### src/rtl/weight_mem_pkg.sv
// weight_mem_pkg: shared widths, weight addresses, reset contents and write-FSM state type
package weight_mem_pkg;
  localparam int ADDR_W_DEF = 4;
  localparam int DW_DEF = 8;
  localparam int W12_ADDR = 0;
  localparam int W34_ADDR = 1;
  localparam logic [7:0] W12_RST = 8'h11;
  localparam logic [7:0] W34_RST = 8'h1F;
  typedef enum logic [1:0] {
    S_IDLE   = 2'd0,
    S_COMMIT = 2'd1,
    S_ACK    = 2'd2
  } wr_state_e;
  function automatic logic [7:0] rst_word(input int a);
    return a == W12_ADDR ? W12_RST : a == W34_ADDR ? W34_RST : 8'h00;
  endfunction
endpackage

### src/rtl/weight_regfile.sv
// weight_regfile: weight storage with reset contents; rdata sees a same-cycle write (clk, rst, we/waddr/wdata write port, raddr/rdata read port)
module weight_regfile
  import weight_mem_pkg::*;
#(
  parameter int ADDR_W = ADDR_W_DEF,
  parameter int DW = DW_DEF,
  parameter int DEPTH = 2 ** ADDR_W
) (
  input  logic              clk,
  input  logic              rst,
  input  logic              we,
  input  logic [ADDR_W-1:0] waddr,
  input  logic [DW-1:0]     wdata,
  input  logic [ADDR_W-1:0] raddr,
  output logic [DW-1:0]     rdata
);
  logic [DW-1:0] mem_q [DEPTH];
  logic [DW-1:0] mem_d [DEPTH];
  always_comb begin
    mem_d = mem_q;
    if (we) mem_d[waddr] = wdata;
  end
  assign rdata = mem_d[raddr];
  always_ff @(posedge clk or posedge rst) begin
    if (rst) for (int i = 0; i < DEPTH; i++) mem_q[i] <= DW'(rst_word(i));
    else mem_q <= mem_d;
  end
endmodule

### src/rtl/weight_mem_responder.sv
// weight_mem_responder: 1-cycle read port (w_req/w_addr -> w_valid/w_data) and 3-state write port (wb_req/wb_addr/wb_wdata -> wb_ack) with saturating wr_count
module weight_mem_responder
  import weight_mem_pkg::*;
#(
  parameter int ADDR_W = ADDR_W_DEF,
  parameter int DW = DW_DEF,
  parameter int DEPTH = 2 ** ADDR_W
) (
  input  logic              clk,
  input  logic              rst,
  input  logic              w_req,
  input  logic [ADDR_W-1:0] w_addr,
  output logic              w_valid,
  output logic [DW-1:0]     w_data,
  input  logic              wb_req,
  input  logic [ADDR_W-1:0] wb_addr,
  input  logic [DW-1:0]     wb_wdata,
  output logic              wb_ack,
  output logic [7:0]        wr_count
);
  wr_state_e         state_q, state_d;
  logic [ADDR_W-1:0] addr_q, addr_d;
  logic [DW-1:0]     data_q, data_d;
  logic [7:0]        wr_count_q, wr_count_d;
  logic              wb_ack_q, wb_ack_d;
  logic              w_valid_q, w_valid_d;
  logic [DW-1:0]     w_data_q, w_data_d;
  logic [DW-1:0]     rd_data;
  logic              we;
  weight_regfile #(.ADDR_W(ADDR_W), .DW(DW), .DEPTH(DEPTH)) u_regfile (
    .clk   (clk),
    .rst   (rst),
    .we    (we),
    .waddr (addr_q),
    .wdata (data_q),
    .raddr (w_addr),
    .rdata (rd_data)
  );
  assign we = state_q == S_COMMIT;
  always_comb begin
    state_d = state_q;
    addr_d = addr_q;
    data_d = data_q;
    case (state_q)
      S_IDLE: if (wb_req) begin
        state_d = S_COMMIT;
        addr_d = wb_addr;
        data_d = wb_wdata;
      end
      S_COMMIT: state_d = S_ACK;
      default: state_d = S_IDLE;
    endcase
    wr_count_d = we && wr_count_q != 8'hFF ? wr_count_q + 8'd1 : wr_count_q;
    wb_ack_d = we;
    w_valid_d = w_req;
    w_data_d = w_req ? rd_data : '0;
  end
  always_ff @(posedge clk or posedge rst) begin
    if (rst) begin
      state_q <= S_IDLE;
      addr_q <= '0;
      data_q <= '0;
      wr_count_q <= '0;
      wb_ack_q <= 1'b0;
      w_valid_q <= 1'b0;
      w_data_q <= '0;
    end else begin
      state_q <= state_d;
      addr_q <= addr_d;
      data_q <= data_d;
      wr_count_q <= wr_count_d;
      wb_ack_q <= wb_ack_d;
      w_valid_q <= w_valid_d;
      w_data_q <= w_data_d;
    end
  end
  assign w_valid = w_valid_q;
  assign w_data = w_data_q;
  assign wb_ack = wb_ack_q;
  assign wr_count = wr_count_q;
endmodule
### config.mk
export PLATFORM = sky130hd
export DESIGN_NAME = weight_mem_responder
export DESIGN_NICKNAME = d
export VERILOG_FILES = /design/src/rtl/weight_mem_pkg.sv /design/src/rtl/weight_regfile.sv /design/src/rtl/weight_mem_responder.sv
export SDC_FILE = /design/constraint.sdc
export NUM_CORES = 1
export LEC_CHECK = 0
export BUFFER_PORTS_ARGS = -buffer_cell sky130_fd_sc_hd__buf_2
export CORE_UTILIZATION = 61
export CTS_CLUSTER_DIAMETER = 100
export DETAILED_ROUTE_END_ITERATION = 16
export GPL_ROUTABILITY_DRIVEN = 0
export PLACE_DENSITY_LB_ADDON = 0.08
export SETUP_SLACK_MARGIN = 0.5
export SLEW_MARGIN = 20
export SYNTH_ARGS = -nofsm -noshare
export SYNTH_HDL_FRONTEND = slang
export SYNTH_HIERARCHICAL = 1
export SYNTH_SLANG_ARGS = --single-unit
### constraint.sdc
create_clock -name clk -period 4 [get_ports clk]
set_input_delay 0.2 -clock clk [delete_from_list [all_inputs] [get_ports clk]]
set_output_delay 0.2 -clock clk [all_outputs]
set_load 0.01 [all_outputs]
# == Word-level counts from Yosys, hierarchy flattened ==
# Cells that the tools add are included.
# W data, S select, Z words.
# classes
mux,10
n_addsub,1
bitwise,2
reduce_logical,4
n_eq_ne,3
order_cmp,3
# op_table
operator,n
$bwmux W128,1
$mux W128,1
$bmux W8 S4,1
$demux W8 S4,1
$mux W8,4
$ge A5 B5 Y1 const B,2
$not A4 Y5,2
$add A8 B1 Y8 const B,1
$ne A8 B8 Y1 const B,1
$lt A5 B1 Y1 const B,1
$pmux W2 S2,1
$eq A2 B1 Y1 const B,1
$logic_and A1 B1 Y1,2
$logic_not A2 Y1,1
$mux W2,1
$ne A2 B2 Y1 const B,1
$reduce_and A2 Y1,1
# totals
ff_bits,160
elab_cells,46
output_inout_bits,18
input_bits,20

# == Depth between registers and ports, before layout ==
# depth
word_depth,11
depth_mapped,9
depth_no_buf,7

# == Hierarchy ==
# The synthesis kept the hierarchy.
# by_module_without_submodules
module,area_per_inst_um2,cells_per_inst,instances
weight_regfile,6500.0,561,1
weight_mem_responder,1237.4,82,1

# == Worst setup path after synthesis ==
# Ideal clock, no wire load.
# synth_timing
path_type,register to register
startpoint,reg state_q[1]
endpoint,reg w_data_q[4] (netlist: w_data[4])
n_path_buf,1
t_required_ns,3.881
setup_time_ns,0.119
t_arrival_ns,2.261
stages_incl_launch_ff,9
slack_ns,1.620
path_cell_list,dfrtp_1 and2b_2 nand2_1 clkbuf_2 or4_1 o2111ai_1 o31ai_1 or4_1 and2_1
# synth_via
elab_chain_len,6
# synth_lines
element,line_no,text
start: declaration,weight_mem_responder.sv:21,"wr_state_e state_q, state_d;"
start signal: assignment,weight_mem_responder.sv:68,state_q <= state_d;
$eq A2 B1 Y1,weight_mem_responder.sv:39,assign we = state_q == S_COMMIT;
$mux W128,weight_regfile.sv:21,if (we) mem_d[waddr] = wdata;
$bmux W8 S4,weight_regfile.sv:23,assign rdata = mem_d[raddr];
$mux W8 (not written as such) (2 in series),weight_regfile.sv:23,
via rd_data[4],weight_mem_responder.sv:28,logic [DW-1:0] rd_data;
$mux W8,weight_mem_responder.sv:56,w_data_d = w_req ? rd_data : '0;
via w_data_d[4],weight_mem_responder.sv:27,"logic [DW-1:0] w_data_q, w_data_d;"
end signal: assignment,weight_mem_responder.sv:74,w_data_q <= w_data_d;
end: declaration,weight_mem_responder.sv:27,
# The timed path passes the listed nets, and every way through them passes these cells. The select of a mux whose other input is x is not followed.
# A chain may end at the register's enable or synchronous reset.

# == Worst setup path in the final report ==
# layout_timing
startpoint,reg state_q[1]
endpoint,reg w_data_q[0] (netlist: w_data[0])
# Same word-level chain as after synthesis.

==> impl_results.md <==
- Final slew viol count: 0
- Inst Count DP: slightly above 800
- CTS sink cnt: 160
- Adder-Cell Fraction of Synth Area: 0.00162
- EDFF count, synth: 0
- DR vias/cell: ~7
- GR Util All Layers: 0.342
- Largest net degree at the start of global routing: slightly below 70
- Synthesized area: roughly 7700 um2
- Yosys top cell by area: dfrtp_1
- Most frequent cell after synthesis: dfrtp_1
- TNS Setup: 0 ns
- CP startpoint kind: flop
- WL/cell: approximately 25 um
- Worst-path clk slew: ~0.060 ns
- Top cell type's share of synthesized area: 0.495
- Dpl ws: 0.962 ns
- Final core utilization: 0.714
- CTS tree: built
- Proportion of layout cells with a drive suffix above 1: 0.346
- Final WS setup: about 1.1 ns
- Area of the multi-input gates: 3510 um2
- Achievable Freq: approximately 0.34 GHz
- PD cells: about 670 nW/um2
- Status: completed
- H-tree lvl count: 4
- Iter 0 DRT Violations: between 500 and 600
- Syn_nets: between 600 and 700
- Initial core utilization: 0.634
- Complex-gate fraction of the synthesized area: 0.141
- Most instantiated cells after synthesis: dfrtp_1, mux2_2, o22ai_1
- Crit Path Max Fanout: 10
- IO Count: 38
- Leakage: between 3 and 4 nW
- First drt pass iteration count: 7
- FP Rows: 40
- Vias in the first global route: ~6000
- Min Tclk post-route: 2.94 ns
- Die Y-Extent: about 110 um
- Period Utilization, post-route: 0.735
- CP endpoint kind: flop
- Die Area: ~13000 um2
- Max-cap violation count: 0
- PostCTS Resize Cnt: 0
- Final #Nets: approximately 700
- Grt total ovfl: 0
- Port buffer count: 37
- Simple-gate portion of the synthesized area: 0.0961
- Final cell count without fillers: 851
- First-pass GRT wire length: approximately 33 mm
- Reg area: 4010 um2
- Syn avg cell area: between 10 and 15 um2
- Core ar.: 12200 um2
- Synth-to-Final Area Change: 12.7%
- Synth unique cells: 53
- Cell Area, Placed: 8000 um2
- Root buffer cell: clkbuf_16
- Ys Warns: 6
- VDD IR max: 0.000514 V
- Routed Antenna Nets: 0
- Fin Clk Skew: around 0.0098 ns
- Synth Register Bits: 160
- Worst EP arrival: approximately 3.3 ns
- Post-synthesis mux area share: 0.207
- DRT Wirelength: around 21 mm
- Synth Area in XOR/XNOR: 0.00776
- CTS buffer count: 17
- FILL cells: 857
- Post-synthesis async set-or-reset flop share: 1.00
- Critical path required time: about 4.4 ns
- Post-synth top flop: dfrtp_1
- Detailed placement HPWL: 13.7 mm
- Vias post-DR: 5939
- RSZ-0062 raised after global routing: no
- Top cells by area, synth: dfrtp_1, mux2_2, o32ai_1, o22ai_1, dfstp_2
- Clk_lat worst skew: 0.43 ns
- Worst-Margin Slew: ~1.0 ns
- Crit Path Category: reg -> reg
- CTS max path bufs: 2
- Largest family of logic cells by synthesized area: multiplexers
- # setup viols final: 0
- Fin area: between 8000 and 9000 um2
- Hold Path Class: in -> reg
- Max_slew headroom: 0.314
- DRC errors left: 0
- Die W: 115 um
- Final Hold Viols: 0
- Antenna violations before repair: 1
- Seq/Total Area, Yosys: 0.519
- Post-Synthesis Cells: ~640
what timing repair did:
item	in CTS	in global routing
hold buffers	10	0
endpoints found under the hold margin	41	0
setup buffers	0	0
placed cells by master, fill, tap and decap left out, types with 4 or more instances in the layout:
master,Yosys,final
a311o_1,5,5
and2_1,9,9
buf_2,7,37
buf_4,1,9
bufinv_16,0,4
clkbuf_16,0,17
clkinvlp_4,0,5
dfrtp_1,153,153
dfstp_2,7,7
dlygate4sd3_1,0,10
mux2_1,5,5
mux2_2,136,136
nand2_1,7,7
nand3b_1,4,4
nor2_1,32,31
nor2b_1,4,4
nor3_1,20,20
nor3b_1,4,4
o2111ai_1,14,14
o211ai_1,4,4
o21ai_0,26,26
o21ai_1,11,11
o22ai_1,36,36
o31ai_1,22,22
o32ai_1,28,28
or4_1,22,22
xnor2_1,4,4
cells by family (layout without fill, tap and decap cells):
kind of cell / Yosys count / after routing
DFF: 160 / 160
AOI/OAI and AO/OA: 156 / 156
muxes: 142 / 142
and+or+nand+nor: 126 / 126
buffers and inverters: 52 / 91
xor gates and xnor gates: 6 / 6
adders and majority gates: 1 / 1
other: 0 / 1
worst max-delay path: stages (launching register included):
cell and delay, ns:
dfrtp_1 0.43, and2b_2 0.34, nand3b_1 0.40, o21ai_1 0.70, o22ai_1 0.21, o32ai_1 0.50
or4_1 0.18, and2_1 0.12
power breakdown:
part           internal (mW)  switching (mW)  total, mW
sequential              2.24           0.532       2.78
combinational          0.691           0.681       1.37
clock                   1.04           0.654       1.70
layer usage:
layer | share of wire | GRT usage | routed length, um | vias to the layer above
met2 | 0.47 | 0.533 | 9810 | 343
met3 | 0.086 | 0.0963 | 1810 | 87
met1 | 0.40 | 0.429 | 8510 | 2975
met4 | 0.045 | 0.193 | 953 | 0
li1 | - | - | - | 2534
met5 | 0 | 0 | 0 | -
path summary, 6_finish.rpt:
check / slack [ns] / to / from / cells past startpoint
min in group asynchronous: 0.44 / data_q[7]$_DFFE_PP0P_ / rst / 4
max reg2reg: 1.06 / w_data[0]$_DFF_PP0_ / state_q[1]$_DFFE_PP0P_ / 7
min reg2reg: 0.51 / u_regfile/mem_q[12]$_DFF_PP0_ / u_regfile/mem_q[12]$_DFF_PP0_ / 1
max in group asynchronous: 2.79 / u_regfile/mem_q[118]$_DFF_PP0_ / rst / 4
max: 1.06 / w_data[0]$_DFF_PP0_ / state_q[1]$_DFFE_PP0P_ / 7
min: 0.02 / data_q[4]$_DFFE_PP0P_ / wb_wdata[4] / 2
layout make-up:
| type | count | area share |
|---|---|---|
| well taps | 168 | 0.0241 |
| multi-input cells | 431 | 0.402 |
| flip-flops and latches | 160 | 0.460 |
| inverters | 3 | 0.00172 |
| clock inverters | 13 | 0.0214 |
| repair buffers | 56 | 0.0404 |
| diodes | 1 | 0.000287 |
| clock buffers | 19 | 0.0496 |
metrics by stage:
stage | hold slack (ns) | total power [mW]
3_3_place_gp | 0.342 | 4.03
4_1_cts | 0.00652 | 5.83
6_report | 0.0214 | 5.85
5_1_grt | 0.0118 | 6.08
3_5_place_dp | 0.374 | 4.11
2_1_floorplan | 0.231 | 3.60
flip-flops by register name, indices dropped and copies added (netlist names):
signal           cells
u_regfile/mem_q    128
data_q               8
w_data               8
wr_count             8
addr_q               4
state_q              2
w_valid              1
wb_ack               1
(Power assumes the default switching activity.)
